File: config.mk
export PLATFORM = sky130hd
export DESIGN_NAME = mul_seq
export DESIGN_NICKNAME = d
export VERILOG_FILES = /design/src/rtl/mul_seq.sv
export SDC_FILE = /design/constraint.sdc
export NUM_CORES = 1
export LEC_CHECK = 0
export CAP_MARGIN = 10
export CORE_MARGIN = 5
export CORE_UTILIZATION = 60
export CTS_BUF_LIST = sky130_fd_sc_hd__clkbuf_16
export DETAILED_ROUTE_END_ITERATION = 16
export PLACE_DENSITY = 0.79
export SLEW_MARGIN = 20
export SYNTH_ARGS = -nofsm -noshare
export SYNTH_HDL_FRONTEND = slang
export SYNTH_SLANG_ARGS = --single-unit
File: constraint.sdc
create_clock -name clk -period 18.15 [get_ports clk]
set_clock_uncertainty 0.05 [all_clocks]
set_input_delay 2.7225 -clock clk [delete_from_list [all_inputs] [get_ports clk]]
set_output_delay 2.7225 -clock clk [all_outputs]
set_load 0.005 [all_outputs]
File: src/rtl/mul_seq.sv
// Sequential RV-style multiplier: MUL/MULH/MULHSU/MULHU on top of an unsigned
// shift-add core, with a single-entry operand cache and a one-cycle sign correction.

module mul_seq_core #(
  parameter int A_W = 32,
  parameter int B_W = 32
) (
  input  logic                 clk,
  input  logic                 rst,
  input  logic                 stb,
  input  logic                 is_signed,
  input  logic [A_W-1:0]       a,
  input  logic [B_W-1:0]       b,
  output logic                 ack,
  output logic [A_W+B_W-1:0]   p
);
  localparam int PW = A_W + B_W;
  localparam int CW = $clog2(B_W + 1);

  logic          busy_r;
  logic          neg_r;
  logic          ack_r;
  logic [CW-1:0] cnt_r;
  logic [PW-1:0] mcand_r;
  logic [PW-1:0] acc_r;
  logic [PW-1:0] p_r;
  logic [B_W-1:0] mplier_r;
  logic [PW-1:0] sum_s;
  logic [A_W-1:0] a_mag_s;
  logic [B_W-1:0] b_mag_s;
  logic          neg_s;

  // Operand magnitudes for signed mode and the per-step partial sum.
  always_comb begin
    neg_s = is_signed && (a[A_W-1] ^ b[B_W-1]);
    if (is_signed && a[A_W-1]) begin
      a_mag_s = -a;
    end else begin
      a_mag_s = a;
    end
    if (is_signed && b[B_W-1]) begin
      b_mag_s = -b;
    end else begin
      b_mag_s = b;
    end
    if (mplier_r[0]) begin
      sum_s = acc_r + mcand_r;
    end else begin
      sum_s = acc_r;
    end
  end

  // One multiplier bit per cycle; ack pulses for one cycle with p valid.
  always_ff @(posedge clk) begin
    if (rst) begin
      busy_r   <= 1'b0;
      neg_r    <= 1'b0;
      ack_r    <= 1'b0;
      cnt_r    <= {CW{1'b0}};
      mcand_r  <= {PW{1'b0}};
      acc_r    <= {PW{1'b0}};
      p_r      <= {PW{1'b0}};
      mplier_r <= {B_W{1'b0}};
    end else begin
      ack_r <= 1'b0;
      if (busy_r) begin
        acc_r    <= sum_s;
        mcand_r  <= {mcand_r[PW-2:0], 1'b0};
        mplier_r <= {1'b0, mplier_r[B_W-1:1]};
        cnt_r    <= cnt_r - CW'(1);
        if (cnt_r == CW'(1)) begin
          busy_r <= 1'b0;
          ack_r  <= 1'b1;
          p_r    <= neg_r ? -sum_s : sum_s;
        end
      end else if (stb) begin
        busy_r   <= 1'b1;
        cnt_r    <= CW'(B_W);
        mcand_r  <= {{B_W{1'b0}}, a_mag_s};
        mplier_r <= b_mag_s;
        acc_r    <= {PW{1'b0}};
        neg_r    <= neg_s;
      end
    end
  end

  assign ack = ack_r;
  assign p   = p_r;
endmodule

module mul_seq #(
  parameter int XLEN  = 32,
  parameter int TAG_W = 5
) (
  input  logic             clk,
  input  logic             rst,
  input  logic             req_valid,
  output logic             req_ready,
  input  logic [1:0]       req_op,
  input  logic [XLEN-1:0]  req_a,
  input  logic [XLEN-1:0]  req_b,
  input  logic [TAG_W-1:0] req_tag,
  input  logic             flush,
  output logic             resp_valid,
  input  logic             resp_ready,
  output logic [XLEN-1:0]  resp_data,
  output logic [TAG_W-1:0] resp_tag
);
  localparam int PW = 2 * XLEN;
  localparam logic [1:0] OP_MUL    = 2'b00;
  localparam logic [1:0] OP_MULH   = 2'b01;
  localparam logic [1:0] OP_MULHSU = 2'b10;
  localparam logic [1:0] OP_MULHU  = 2'b11;

  typedef enum logic [2:0] {
    ST_IDLE  = 3'd0,
    ST_BUSY  = 3'd1,
    ST_CORR  = 3'd2,
    ST_RESP  = 3'd3,
    ST_DRAIN = 3'd4
  } state_t;

  state_t           state_r;
  state_t           state_s;
  logic [XLEN-1:0]  a_r;
  logic [XLEN-1:0]  b_r;
  logic [1:0]       op_r;
  logic [TAG_W-1:0] tag_r;
  logic [XLEN-1:0]  a_last_r;
  logic [XLEN-1:0]  b_last_r;
  logic             cache_valid_r;
  logic [PW-1:0]    prod_r;
  logic             stb_r;
  logic [XLEN-1:0]  resp_data_r;
  logic [TAG_W-1:0] resp_tag_r;

  logic             ack_s;
  logic [PW-1:0]    p_s;
  logic             accept_s;
  logic             hit_s;
  logic             capture_s;
  logic [XLEN-1:0]  hi_s;
  logic [XLEN-1:0]  lo_s;
  logic [XLEN-1:0]  corr_a_s;
  logic [XLEN-1:0]  corr_b_s;
  logic [XLEN-1:0]  result_s;

  mul_seq_core #(
    .A_W (XLEN),
    .B_W (XLEN)
  ) u_core (
    .clk       (clk),
    .rst       (rst),
    .stb       (stb_r),
    .is_signed (1'b0),
    .a         (a_r),
    .b         (b_r),
    .ack       (ack_s),
    .p         (p_s)
  );

  assign req_ready  = (state_r == ST_IDLE) && !flush;
  assign resp_valid = (state_r == ST_RESP);
  assign resp_data  = resp_data_r;
  assign resp_tag   = resp_tag_r;

  assign accept_s  = req_valid && req_ready;
  assign hit_s     = cache_valid_r && (req_a == a_last_r) && (req_b == b_last_r);
  // A drained product is still worth keeping for a later repeat of the operands.
  assign capture_s = ack_s && ((state_r == ST_BUSY) || (state_r == ST_DRAIN));

  // Signed high words recovered from the unsigned product by subtracting the sign terms.
  always_comb begin
    hi_s = prod_r[PW-1:XLEN];
    lo_s = prod_r[XLEN-1:0];
    if (a_r[XLEN-1]) begin
      corr_a_s = b_r;
    end else begin
      corr_a_s = {XLEN{1'b0}};
    end
    if (b_r[XLEN-1]) begin
      corr_b_s = a_r;
    end else begin
      corr_b_s = {XLEN{1'b0}};
    end
    case (op_r)
      OP_MUL:    result_s = lo_s;
      OP_MULH:   result_s = hi_s - corr_a_s - corr_b_s;
      OP_MULHSU: result_s = hi_s - corr_a_s;
      OP_MULHU:  result_s = hi_s;
      default:   result_s = lo_s;
    endcase
  end

  // Next-state logic.
  always_comb begin
    state_s = state_r;
    case (state_r)
      ST_IDLE: begin
        if (accept_s && hit_s) begin
          state_s = ST_CORR;
        end else if (accept_s) begin
          state_s = ST_BUSY;
        end else begin
          state_s = ST_IDLE;
        end
      end
      ST_BUSY: begin
        if (flush && ack_s) begin
          state_s = ST_IDLE;
        end else if (flush) begin
          state_s = ST_DRAIN;
        end else if (ack_s) begin
          state_s = ST_CORR;
        end else begin
          state_s = ST_BUSY;
        end
      end
      ST_CORR: begin
        if (flush) begin
          state_s = ST_IDLE;
        end else begin
          state_s = ST_RESP;
        end
      end
      ST_RESP: begin
        if (flush || resp_ready) begin
          state_s = ST_IDLE;
        end else begin
          state_s = ST_RESP;
        end
      end
      ST_DRAIN: begin
        if (ack_s) begin
          state_s = ST_IDLE;
        end else begin
          state_s = ST_DRAIN;
        end
      end
      default: state_s = ST_IDLE;
    endcase
  end

  // State register.
  always_ff @(posedge clk or posedge rst) begin
    if (rst) begin
      state_r <= ST_IDLE;
    end else begin
      state_r <= state_s;
    end
  end

  // Request latch, product cache, core strobe and response registers.
  always_ff @(posedge clk or posedge rst) begin
    if (rst) begin
      a_r           <= {XLEN{1'b0}};
      b_r           <= {XLEN{1'b0}};
      op_r          <= 2'b00;
      tag_r         <= {TAG_W{1'b0}};
      a_last_r      <= {XLEN{1'b0}};
      b_last_r      <= {XLEN{1'b0}};
      cache_valid_r <= 1'b0;
      prod_r        <= {PW{1'b0}};
      stb_r         <= 1'b0;
      resp_data_r   <= {XLEN{1'b0}};
      resp_tag_r    <= {TAG_W{1'b0}};
    end else begin
      stb_r <= accept_s && !hit_s;
      if (accept_s) begin
        a_r   <= req_a;
        b_r   <= req_b;
        op_r  <= req_op;
        tag_r <= req_tag;
      end
      if (capture_s) begin
        prod_r        <= p_s;
        a_last_r      <= a_r;
        b_last_r      <= b_r;
        cache_valid_r <= 1'b1;
      end
      if ((state_r == ST_CORR) && !flush) begin
        resp_data_r <= result_s;
        resp_tag_r  <= tag_r;
      end
    end
  end
endmodule

Yosys cells after proc, flatten, opt, wreduce, memory -nomap -nowiden:

Index checks and enable logic that the tools add are counted.

* register bits after elaboration: 473
* output and inout port bits: 39

* add/sub/neg operators: 4
* equal/unequal tests: 10
* multiplexer cells: 25
* bitwise gates (word level): 1
* reductions and logical operators: 19

Operators with widths (number)
* $mux 64: 5
* $pmux 32 s4: 1
* $add 64x64->64: 1
* $eq 32x32->1: 2
* $mux 32: 2
* $sub 32x32->32: 2
* $mux 31: 2
* $pmux 3 s5: 1
* $mux 6: 2
* $logic_and 1x1->1: 9
* $mux 3: 3
* $mux 2: 4
* $eq 3x2->1 const B: 2
* $eq 6x1->1 const B: 1
* $sub 6x1->6 const B: 1
* $mux 1: 5
* $eq 2x2->1 const B: 2
* $reduce_or 2->1: 2
* $eq 3x1->1 const B: 1
* $eq 3x3->1 const B: 1
* $logic_not 3->1: 1
* $eq 2x1->1 const B: 1
* $logic_not 1->1: 2
* $logic_not 2->1: 1
* 4 further kinds: 5

Longest topological paths before layout:

* word-level depth: 6
* gate-level depth with buffers: 24
* mapped depth without buffers: 23

Modules after synthesis:

From an unflattened synthesis, not the netlist that was laid out.

* cells, all modules: 3813
* area, all modules: 31904.3 sq um

Modules (own cells, without submodules)
* mul_seq_core: times used 1, cells an instance 2438, area each 17630.7 sq um, sequential area each 4664.5 sq um
* mul_seq: times used 1, cells an instance 1375, area each 14273.7 sq um, sequential area each 6030.8 sq um

Worst setup path before layout:

Ideal clock, no wire load.

* path kind: in2reg
* start: in rst
* end: reg u_core.acc_r[34]
* arrival time: 11.221 ns
* required time: 17.992 ns
* setup slack: 6.770 ns
* stages on the path: 6
* path buffers: 4
* cells stage by stage: clkbuf_1 > inv_1 > clkbuf_1 > clkbuf_1 > clkbuf_1 > and2_1

RTL lines
* from (decl): line 96 `input logic rst,`
* to (signal assigned): line 61 `acc_r <= {PW{1'b0}};`
* to (signal assigned): line 67 `acc_r <= sum_s;`
* to (signal assigned): line 81 `acc_r <= {PW{1'b0}};`
* to (decl): line 25 `logic [PW-1:0] acc_r;`

No word-level cell between the ends.

Worst setup path after layout:

* start: in flush
* end: out req_ready

* cells in the longest elaborated chain, start to end: 2

Ends and longest elaborated chain
* from (decl): line 103 `input logic flush,`
* $logic_not 1->1: line 162 `assign req_ready = (state_r == ST_IDLE) && !flush;`
* $logic_and 1x1->1: line 162
* to (decl): line 98 `output logic req_ready,`

No other way between the ends.

==> impl_metrics.yaml <==
yosys:
  ys_types: 92
  ys_warn_count: 0
  netlist_area_um2: 27200
  ys_seq_area_frac: 0.392
  ys.flop_type: "dfrtp_1"
  yosysTopAreaCell: "dfrtp_1"
  synth_top_area_share: 0.222
  yosys-top-cells-count: "nor2_1, nand2_1, a21oi_1"
  avgSynthCellArea_um2: 9.13
  syn_inst: 2981
  yosysMostFrequentCell: "nor2_1"
  synthesis.nets: 3188
  synth_async_sr_flop_share: 0.510
  synth-edff-count: 0
  synth_area_leaders: "dfrtp_1, dfxtp_1, mux2_2"
  synth_seq_cells: 473
sta:
  worst_slack_ps: 10870
  rsz0062_at_grt: "false"
  tightest_slew_ps: 1240
  finalHoldViolCount: 0
  relSlewSlack: 0.168
  setup_tns_ps: 0
  setup_violations: 0
  period_share: 0.401
  drv_slew: 0
  fin_crit_ps: 7280
  fmax_mhz: 137
global_routing:
  grt_pass1_vias: 21900
  grt.overflow.total: 0
  grt_max_degree: 98
  grt_first_pass_wirelength_um: 124000
  antenna_found_initial: 2
  grt.total_usage: 0.309
setup_path:
  critPathKind: "input port to output port"
  worstSetupEndpointType: "output port"
  startpoint_type: "input port"
  critPathMaxFanout: 5
  required_ps: 15380
  arrival_ps: 4510
cells_and_area:
  area_delta_synth_final_pct: 11.3
  diodes: 0
  nNetsFinal: 3188
  drive_gt1_frac: 0.126
detailed_routing:
  routedWlPerCell_um: 22.1
  wl_um: 80100
  drt-pass1-iter-count: 6
  drc: 0
  dr.first_iter.drc_count: 2176
  num_vias: 22900
  antenna_left: 0
  via_per_inst: 6.32
clock_network:
  cts_setup_buffers: 0
  cts_root_buf: "clkbuf_16"
  cts_max_level: 2
  clk_latency_ps: 610
  clk_path_buf_depth: 3
  cts_tree: "yes"
  cts.repair.resized: 0
  clk_pin_slew_ps: 60
  holdBufCountCts: 0
  numCtsBuffers: 50
  clock_sinks: 473
pwr:
  p_per_area_nw_per_um2: 141
  power_frac_clock: 0.247
  power_frac_seq: 0.332
  p_leak_nw: 13.3
  p_int_mw: 2.58
  switching_share: 0.395
  pwr-share-comb: 0.421
  switchingPower_mw: 1.69
  ir_drop_uv: 110
placement:
  post-place-ws_ps: 10890
  routabilityCongestion: 0.976
  hpwl_um: 58500
  io_buffers: 114
floorplanning:
  fp.dieH_um: 223
  initial_utilization: 0.604
  die_area_um2: 49700
  core-area_um2: 45100
  fp.dieW_um: 223
  core.rowCount: 78
  ioPinCount: 115
job:
  drv_cap: 0
outcome:
  status: "complete, no violations"
hold_path:
  hp-class: "flop to flop"
per-layer routing:
metal / global-route usage / vias to the layer above / wire length, µm
met5: 0 / - / 12
met4: 0.0848 / 2 / 2480
met3: 0.0674 / 183 / 6760
met2: 0.487 / 913 / 36400
met1: 0.434 / 11200 / 34500
li1: - / 10700 / -
worst max-delay path, cell delays in order:
cell	delay, ps
clkdlybuf4s50_1	500
nor4_1	650
clkdlybuf4s50_1	640
cells by family after synthesis:
logic type / count (synthesis) / synth area share
buffers and inverters: 257 / 0.0358
adders and majority gates: 131 / 0.0611
DFF: 473 / 0.392
muxes: 315 / 0.135
xor gates and xnor gates: 159 / 0.0517
AOI/OAI and AO/OA: 743 / 0.175
and+or+nand+nor: 903 / 0.149
per-stage QoR:
| stage | hold slack [ps] | power [mW] | cell area (µm²) | utilization | instances |
|---|---|---|---|---|---|
| after CTS | 405 | 4.24 | 30300 | 0.672 | 3623 |
| after global placement | 389 | 3.12 | 28600 | 0.634 | 3529 |
| after global routing | 427 | 4.49 | 30300 | 0.672 | 3623 |
| after detailed placement | 396 | 3.17 | 28600 | 0.634 | 3529 |
| final | 410 | 4.27 | 30300 | 0.672 | 3623 |
| after floorplan | 378 | 2.67 | 27200 | - | 2981 |
final timing paths:
path | slack [ps] | to | depth (start not counted) | start
setup / recovery | 10870 | req_ready | 3 | flush
hold / removal | 410 | u_core.p[45] | 2 | u_core.p[45]
setup reg to reg | 12250 | resp_data[31] | 22 | a_r[31]
hold reg to reg | 410 | u_core.p[45] | 2 | u_core.p[45]
max in group asynchronous | 13850 | prod_r[6] | 4 | rst
min in group asynchronous | 2250 | b_last_r[12] | 2 | rst
registers in the layout (all words and copies together) (netlist names), 2 cells and up:
register         cells
resp_data           32
u_core.cnt_r         6
a_last_r            32
u_core.p            64
b_last_r            32
u_core.mcand_r      64
a_r                 32
resp_tag             5
u_core.acc_r        64
tag_r                5
state_r              3
op_r                 2
u_core.mplier_r     32
b_r                 32
prod_r              64
power groups by stage:
stage	combinational [mW]	sequential, mW	clock, mW
global route	1.94	1.43	1.11
floorplan	1.37	1.30	0
finish	1.80	1.42	1.06
global placement	1.70	1.42	0
detailed placement	1.74	1.43	0
CTS	1.76	1.41	1.07
cell usage in the layout (no fill, tap or decap), types with 20 or more instances in the layout:
cell and instances:
a211oi_1 36, a21o_1 54, a21oi_1 309, a22o_1 21
a31oi_1 26, and3_1 80, buf_4 24, clkbuf_16 52
clkdlybuf4s50_1 113, dfrtp_1 237, dfxtp_1 230, ha_1 128
inv_1 76, mux2_2 209, mux2i_1 86, mux4_2 20
nand2_1 309, nand3_1 33, nand4_1 36, nor2_1 314
nor3_1 41, o21a_1 23, o21ai_0 105, o21bai_1 32
xnor2_1 80, xor2_1 78
final cells by class:
class                   instances  area, µm²
flip-flops and latches        473      10700
multi-input cells            2251      15600
repair buffers                138       1320
clock buffers                  52       1300
fillers                      3578      14800
well taps                     600        751
clock inverters                42        400
inverters                      67        259
(Power assumes the default switching activity.)
